--- src/rtl/board_line_fetch.sv ---
// Per-scanline board row prefetch (hblank) with double-buffered currLine and CPU/video RAM arbitration.
// Latency: 3 clk trigger->pending, swap on next hcount 0 edge. CPU held off while fetch busy. Optional: LINE_FETCH_MISS_CNT_EN.
module board_line_fetch #(
    parameter int          ROWS      = 20,
    parameter int          BLOCK_PX  = 24,
    parameter int          V_TOTAL   = 525,
    parameter int          H_FETCH   = 640,
    parameter logic [15:0] BASE_ADDR = 16'h0100
) (
    input  logic        clk,
    input  logic        rst_n,
    input  logic [9:0]  hcount,
    input  logic [9:0]  vcount,
    output logic [15:0] currLine,
    input  logic        cpu_req,
    input  logic        cpu_we,
    input  logic [15:0] cpu_addr,
    input  logic [15:0] cpu_wdata,
    output logic        cpu_gnt,
    output logic [15:0] mem_addr,
    output logic        mem_we,
    output logic [15:0] mem_wdata,
    input  logic [15:0] mem_rdata
`ifdef LINE_FETCH_MISS_CNT_EN
    ,
    output logic [7:0]  miss_count
`endif
);

    localparam int PX_W  = $clog2(BLOCK_PX);
    localparam int ROW_W = $clog2(ROWS + 1);

    localparam logic [9:0]       H_FETCH_V = 10'(H_FETCH);
    localparam logic [9:0]       V_LAST    = 10'(V_TOTAL - 1);
    localparam logic [PX_W-1:0]  PX_LAST   = PX_W'(BLOCK_PX - 1);
    localparam logic [ROW_W-1:0] ROW_MAX   = ROW_W'(ROWS);

    typedef enum logic [1:0] {IDLE, ISSUE, CAPTURE, DONE} state_t;

    state_t            state, state_nxt;
    logic [9:0]        prev_h;
    logic [PX_W-1:0]   px_cnt;
    logic [ROW_W-1:0]  row_cnt;
    logic [15:0]       staging;
    logic              pending;
    logic              trigger;
    logic              line_start;
    logic              row_valid;
    logic              swap;

    // Edge detection on hcount makes both events one-shot regardless of pixel-enable rate.
    assign trigger    = (hcount == H_FETCH_V) && (prev_h != H_FETCH_V);
    assign line_start = (hcount == 10'd0) && (prev_h != 10'd0);
    assign row_valid  = (row_cnt < ROW_MAX);
    // A swap is deferred while a fetch is in flight so a half-built line is never shown.
    assign swap       = line_start && pending && (state == IDLE);

    assign mem_wdata = rst_n ? cpu_wdata : 16'h0000;

    always_comb begin
        state_nxt = state;
        mem_addr  = 16'h0000;
        mem_we    = 1'b0;
        cpu_gnt   = 1'b0;
        case (state)
            IDLE: begin
                if (trigger) begin
                    state_nxt = ISSUE;
                end else if (cpu_req && rst_n) begin
                    cpu_gnt  = 1'b1;
                    mem_addr = cpu_addr;
                    mem_we   = cpu_we;
                end
            end
            ISSUE: begin
                if (row_valid) begin
                    mem_addr  = BASE_ADDR + 16'(row_cnt);
                    state_nxt = CAPTURE;
                end else begin
                    state_nxt = DONE;
                end
            end
            CAPTURE: state_nxt = DONE;
            DONE:    state_nxt = IDLE;
            default: state_nxt = IDLE;
        endcase
    end

    always_ff @(posedge clk or negedge rst_n) begin
        if (!rst_n) begin
            state <= IDLE;
        end else begin
            state <= state_nxt;
        end
    end

    always_ff @(posedge clk or negedge rst_n) begin
        if (!rst_n) begin
            prev_h  <= 10'd0;
            px_cnt  <= '0;
            row_cnt <= '0;
        end else begin
            prev_h <= hcount;
            if (trigger) begin
                if (vcount == V_LAST) begin
                    px_cnt  <= '0;
                    row_cnt <= '0;
                end else if (px_cnt == PX_LAST) begin
                    px_cnt <= '0;
                    if (row_cnt != ROW_MAX) begin
                        row_cnt <= row_cnt + 1'b1;
                    end
                end else begin
                    px_cnt <= px_cnt + 1'b1;
                end
            end
        end
    end

    always_ff @(posedge clk or negedge rst_n) begin
        if (!rst_n) begin
            staging  <= 16'h0000;
            pending  <= 1'b0;
            currLine <= 16'h0000;
        end else begin
            if (state == ISSUE && !row_valid) begin
                staging <= 16'h0000;
            end else if (state == CAPTURE) begin
                staging <= mem_rdata;
            end

            if (state == DONE) begin
                pending <= 1'b1;
            end else if (swap) begin
                pending <= 1'b0;
            end

            if (swap) begin
                currLine <= staging;
            end
        end
    end

`ifdef LINE_FETCH_MISS_CNT_EN
    always_ff @(posedge clk or negedge rst_n) begin
        if (!rst_n) begin
            miss_count <= 8'd0;
        end else if (line_start && (state != IDLE) && (miss_count != 8'hFF)) begin
            miss_count <= miss_count + 8'd1;
        end
    end
`endif

endmodule

--- config.mk ---
export PLATFORM = sky130hd
export DESIGN_NAME = board_line_fetch
export DESIGN_NICKNAME = d
export VERILOG_FILES = /design/src/rtl/board_line_fetch.sv
export SDC_FILE = /design/constraint.sdc
export NUM_CORES = 1
export LEC_CHECK = 0
export ABC_CLOCK_PERIOD_IN_PS = 2200
export BUFFER_PORTS_ARGS = -buffer_cell sky130_fd_sc_hd__buf_2
export CELL_PAD_IN_SITES_DETAIL_PLACEMENT = 0
export CELL_PAD_IN_SITES_GLOBAL_PLACEMENT = 1
export CORE_ASPECT_RATIO = 2
export CORE_MARGIN = 4
export CORE_UTILIZATION = 36
export CTS_CLUSTER_DIAMETER = 80
export DETAILED_ROUTE_END_ITERATION = 6
export HOLD_SLACK_MARGIN = 0.12
export PLACE_DENSITY_LB_ADDON = 0.1
export SYNTH_ARGS = -nofsm -noshare
export SYNTH_HDL_FRONTEND = slang
export SYNTH_SLANG_ARGS = --single-unit
--- constraint.sdc ---
create_clock -name clk -period 2.2 [get_ports clk]
set_clock_uncertainty 0.2 [all_clocks]
set_input_delay 0 -clock clk [delete_from_list [all_inputs] [get_ports clk]]
set_output_delay 0 -clock clk [all_outputs]
set_load 0.005 [all_outputs]
=== After elaboration in Yosys (flattened, before gate mapping) ===
Cells that the tools add are included.

* Flip-flop bits (word level): 55
* Input port bits: 72
* Output and inout port bits: 50
* Word-level logic and storage cells: 58

* Add/subtract/negate cells: 3
* Order comparisons: 1
* Equal/unequal tests: 9
* Multiplexer cells: 23
* Reduce and logical (&&, ||, !) cells: 15

{| class="wikitable"
|+ Operators with widths
! kind !! number
|-
| $mux W16 || 5
|-
| $pmux W16 S2 || 1
|-
| $mux W5 || 5
|-
| $eq A10 B10 Y1 const B || 2
|-
| $add A5 B1 Y5 const B || 2
|-
| $add A9 B5 Y10 const A || 1
|-
| $logic_not A10 Y1 || 1
|-
| $mux W10 || 1
|-
| $ne A10 B10 Y1 const B || 1
|-
| $reduce_bool A10 Y1 || 1
|-
| $mux W1 || 9
|-
| $pmux W2 S4 || 1
|-
| $reduce_bool A2 Y1 || 4
|-
| $logic_and A1 B1 Y1 || 6
|-
| $eq A5 B5 Y1 const B || 1
|-
| $lt A5 B5 Y1 const B || 1
|-
| $ne A5 B5 Y1 const B || 1
|-
| $eq A2 B2 Y1 const B || 2
|-
| $reduce_and A3 Y1 || 1
|-
| $eq A2 B1 Y1 const B || 1
|-
| $logic_not A2 Y1 || 1
|-
| $mux W2 || 1
|-
| $ne A2 B2 Y1 const B || 1
|-
| $logic_not A1 Y1 || 1
|}

=== Depth between registers and ports, before layout ===
* Depth after elaboration: 6
* Gate-level depth with buffers: 7
* Gate-level depth less buffers: 6

=== Least setup slack after synthesis ===
Ideal clock, no wire load.

* Path kind: flip-flop to flip-flop
* Start point: reg state[0]
* End point: reg currLine[10]
* Setup time: 125 ps
* Data arrival time: 1616 ps
* Required time: 1875 ps
* Path slack: 260 ps
* Stages on the path, launching flop included: 8
* Buffers on the path: 1
* Clock period less this slack: 1940 ps
* Path through: dfrtp_1 inv_1 ha_1 nand2_1 nor3_1 nand4_2 buf_6 mux2_2

* Cells in the longest elaborated chain, start to end: 2

{| class="wikitable"
|+ Ends and longest elaborated chain
! element !! line !! source
|-
| start: declaration || 40 || <nowiki>state_t state, state_nxt;</nowiki>
|-
| start signal: assignment || 93 || <nowiki>state <= state_nxt;</nowiki>
|-
| $logic_not A2 Y1 || 56 || <nowiki>assign swap = line_start && pending && (state == IDLE);</nowiki>
|-
| $logic_and A1 B1 Y1 || 56 ||
|-
| end signal: assignment || 139 || <nowiki>currLine <= staging;</nowiki>
|-
| end: declaration || 14 || <nowiki>output logic [15:0] currLine,</nowiki>
|}

Every way passes these cells.
A chain may end at the register's enable or synchronous reset.

=== Final worst setup path ===
* Start point: reg prev_h[1]
* End point: out mem_addr[10]

* Cells in the longest elaborated chain, start to end: 4

{| class="wikitable"
|+ Ends and longest elaborated chain
! element !! line !! source
|-
| start: declaration || 41 || <nowiki>logic [9:0] prev_h;</nowiki>
|-
| start signal: assignment || 103 || <nowiki>prev_h <= hcount;</nowiki>
|-
| $ne A10 B10 Y1 || 52 || <nowiki>assign trigger = (hcount == H_FETCH_V) && (prev_h != H_FETCH_V);</nowiki>
|-
| $logic_and A1 B1 Y1 || 52 ||
|-
| $mux W16 || 67 || <nowiki>if (trigger) begin</nowiki>
|-
| $pmux W16 S2 || 65 || <nowiki>case (state)</nowiki>
|-
| end: declaration || 20 || <nowiki>output logic [15:0] mem_addr,</nowiki>
|}

Every way passes these cells.

==> impl_metrics.py <==
metrics = {
    "outcome": {
        "outcome": "completed",
    },
    "clock_network": {
        "clock_sinks": 55,
        "cts.path.max_buffers": 2,
        "insertion_delay_ns": 0.29,
        "cts_tree": "yes",
        "cts-root-buf": "clkbuf_16",
        "path_clk_slew_ns": 0.07,
        "cts-htree-levels": 2,
        "cts_buffers": 5,
    },
    "sta": {
        "tns_ns": 0,
        "setup_slack_ns": 0.0992,
        "worst_slew_pin_slew_ns": 0.403,
        "hold_viol": 0,
        "fmax_ghz": 0.476,
        "setup_viol": 0,
        "period_share_pct": 95.5,
        "final.min_clock_period_ns": 2.10,
        "finalMaxSlewViolations": 0,
        "slew_headroom_pct": 72.9,
    },
    "yosys": {
        "netlist.area_leader.share_pct": 50.6,
        "ys_seq_elements": 55,
        "synth.avg_cell_area_um2": 12.0,
        "synth_nets": 306,
        "synthDistinctLibCells": 44,
        "synth_cells": 227,
        "synthTopCellsByArea": "dfrtp_1, mux2_2, mux2i_1",
        "yosysSeqAreaShare_pct": 50.6,
        "syn_area_um2": 2720,
        "ys_warn_count": 0,
        "yosys.area.top_type": "dfrtp_1",
    },
    "final_layout": {
        "layout_commonest_cell": "buf_2",
        "final_cells": 516,
        "diodes": 0,
        "synthToLayoutAreaGrowth_pct": 58.9,
        "final_cell_mix": "buf_2, dlygate4sd3_1, dfrtp_1",
        "drive_above_1_share_pct": 41.5,
        "final_design_area_no_fill_um2": 4330,
        "nets": 503,
    },
    "worst_setup_path": {
        "end_kind": "primary output",
        "reg2reg_slack_ns": 0.1,
        "worstSetupStartpointType": "register",
        "crit_type": "reg -> out",
        "path_max_fanout": 8,
        "critPathArrivalTime_ns": 1.90,
        "reg2reg_depth": 7,
        "worst_ep_required_time_ns": 2.00,
    },
    "placement": {
        "placed_area_um2": 3440,
        "dp.cells": 438,
        "place.gp.congestion": 0.866,
        "dp_hpwl_mm": 5.34,
        "dp_slack_ns": 0.212,
        "port_buffers": 121,
    },
    "routing": {
        "vias": 2525,
        "drc_errors": 0,
        "routed_wirelength_mm": 7.98,
        "wl_per_cell_um": 15.5,
        "drt-initial-drc-count": 38,
        "firstDrtPassIters": 4,
        "antenna_left": 0,
        "via_per_inst": 4.89,
    },
    "floorplanning": {
        "initial_core_util_pct": 37.2,
        "ios": 122,
        "dieArea_um2": 9100,
        "die_h_um": 131,
        "num_rows": 44,
        "core-area_um2": 7320,
        "die_w_um": 69.5,
    },
    "pwr": {
        "p_leak_nw": 2.17,
        "peakVddDrop_mv": 0.769,
        "powerDensity_nw_per_um2": 661,
    },
    "global_route": {
        "grt_remaining_overflow": 0,
        "grt_antenna_before_repair": 0,
        "grt_pass1_vias": 2629,
        "track_usage_pct": 17.3,
        "grt_pass1_wl_mm": 12.6,
        "grt_max_degree": 57,
    },
    "run": {
        "max_cap_viol_count": 0,
    },
    "worst_hold_path": {
        "whs_path_depth": 5,
        "hold_class": "in -> reg",
    },
}
[flip-flops by register name (all words and copies together) (netlist names)]
signal / cells
row_cnt: 5
state: 2
pending: 1
px_cnt: 5
currLine: 16
staging: 16
prev_h: 10
[worst max-delay path, stage by stage (launching register included)]
cell and delay (ns):
dfrtp_1 0.39, nor4_4 0.33, and4_4 0.34, o2111a_4 0.28, and2_4 0.15, buf_2 0.11
[cell families after synthesis]
kind of cell    share of synthesized area [%]
compound gates                           8.69
fa+ha+maj                                3.22
buf+inv                                  3.22
flops                                    50.6
mux                                      13.3
simple gates                             21.0
[routing by layer]
layer,wire length [um],global-route usage [%],vias to the layer above
met5,0,0,-
met4,172,6.90,0
met3,550,4.75,12
met2,4510,33.7,91
met1,2750,17.0,1208
li1,-,-,1214
[repair_timing]
action,CTS,global route
pin swaps,1,2
endpoints found under the hold margin,123,0
setup buffers,0,1
gates resized for setup,3,1
cloned,0,3
setup endpoints to repair,17,17
hold buffers,67,0
[synthesized netlist by cell type]
master and n:
nand4_4 1, and4bb_2 1, dfrtp_1 55, buf_8 1, or3_1 2, nor2_1 19, a21o_1 1, and4_2 1
and2_1 19, buf_2 1, nand2_1 7, and2_4 9, a32o_1 1, a31oi_1 2, nor4_4 2, nand2b_1 3
o22ai_1 3, and4_1 2, nand4_1 2, clkbuf_1 4, ha_1 7, nor3_1 3, o2111a_4 1, a21o_2 1
nand4_2 1, o31ai_1 3, buf_6 2, nor4b_2 1, a21boi_0 1, o22a_1 1, mux2i_1 16, a22o_1 6
inv_1 8, a211oi_1 3, mux2_2 18, and3b_1 1, o211ai_1 1, nand4bb_1 1, o21a_1 1, and3_1 1
nor4_2 2, nand3_1 5, and4b_1 1, o21ai_0 6
[report_power, final]
part	internal, W	total [W]	leakage (nW)	switching (W)
Clock	0.000451	0.000803	0.0733	0.000352
Combinational	0.000421	0.000829	1.40	0.000407
Sequential	0.00115	0.00123	0.695	0.0000775
[layout make-up]
cell class	count	area, um^2
Inverter	8	30.0
Tap cell	92	115
Clock buffer	6	139
Timing Repair Buffer	195	1340
Fill cell	637	3000
Sequential cell	55	1380
Multi-Input combinational cell	159	1320
Clock inverter	1	8.76
[metrics by stage]
step           power, W  util [%]  hold slack [ns]
2_1_floorplan   0.00170         -           -0.496
3_3_place_gp    0.00195      47.0           -0.256
3_5_place_dp    0.00197      47.0           -0.248
4_1_cts         0.00288      58.4            0.130
5_1_grt         0.00303      59.1            0.179
6_report        0.00286      59.1            0.166
[final timing paths]
| check | from | end |
|---|---|---|
| setup / recovery | prev_h[1]$_DFF_PN0_ | mem_addr[10] |
| hold / removal | vcount[7] | px_cnt[1]$_DFFE_PN0P_ |
| setup reg to reg | state[0]$_DFFE_PN0P_ | currLine[4]$_DFFE_PN0P_ |
| hold reg to reg | pending$_DFFE_PN0P_ | pending$_DFFE_PN0P_ |
| max in group asynchronous | rst_n | staging[12]$_DFFE_PN0P_ |
| min in group asynchronous | rst_n | px_cnt[3]$_DFFE_PN0P_ |
Note: power is estimated with default switching activity, not from simulation.
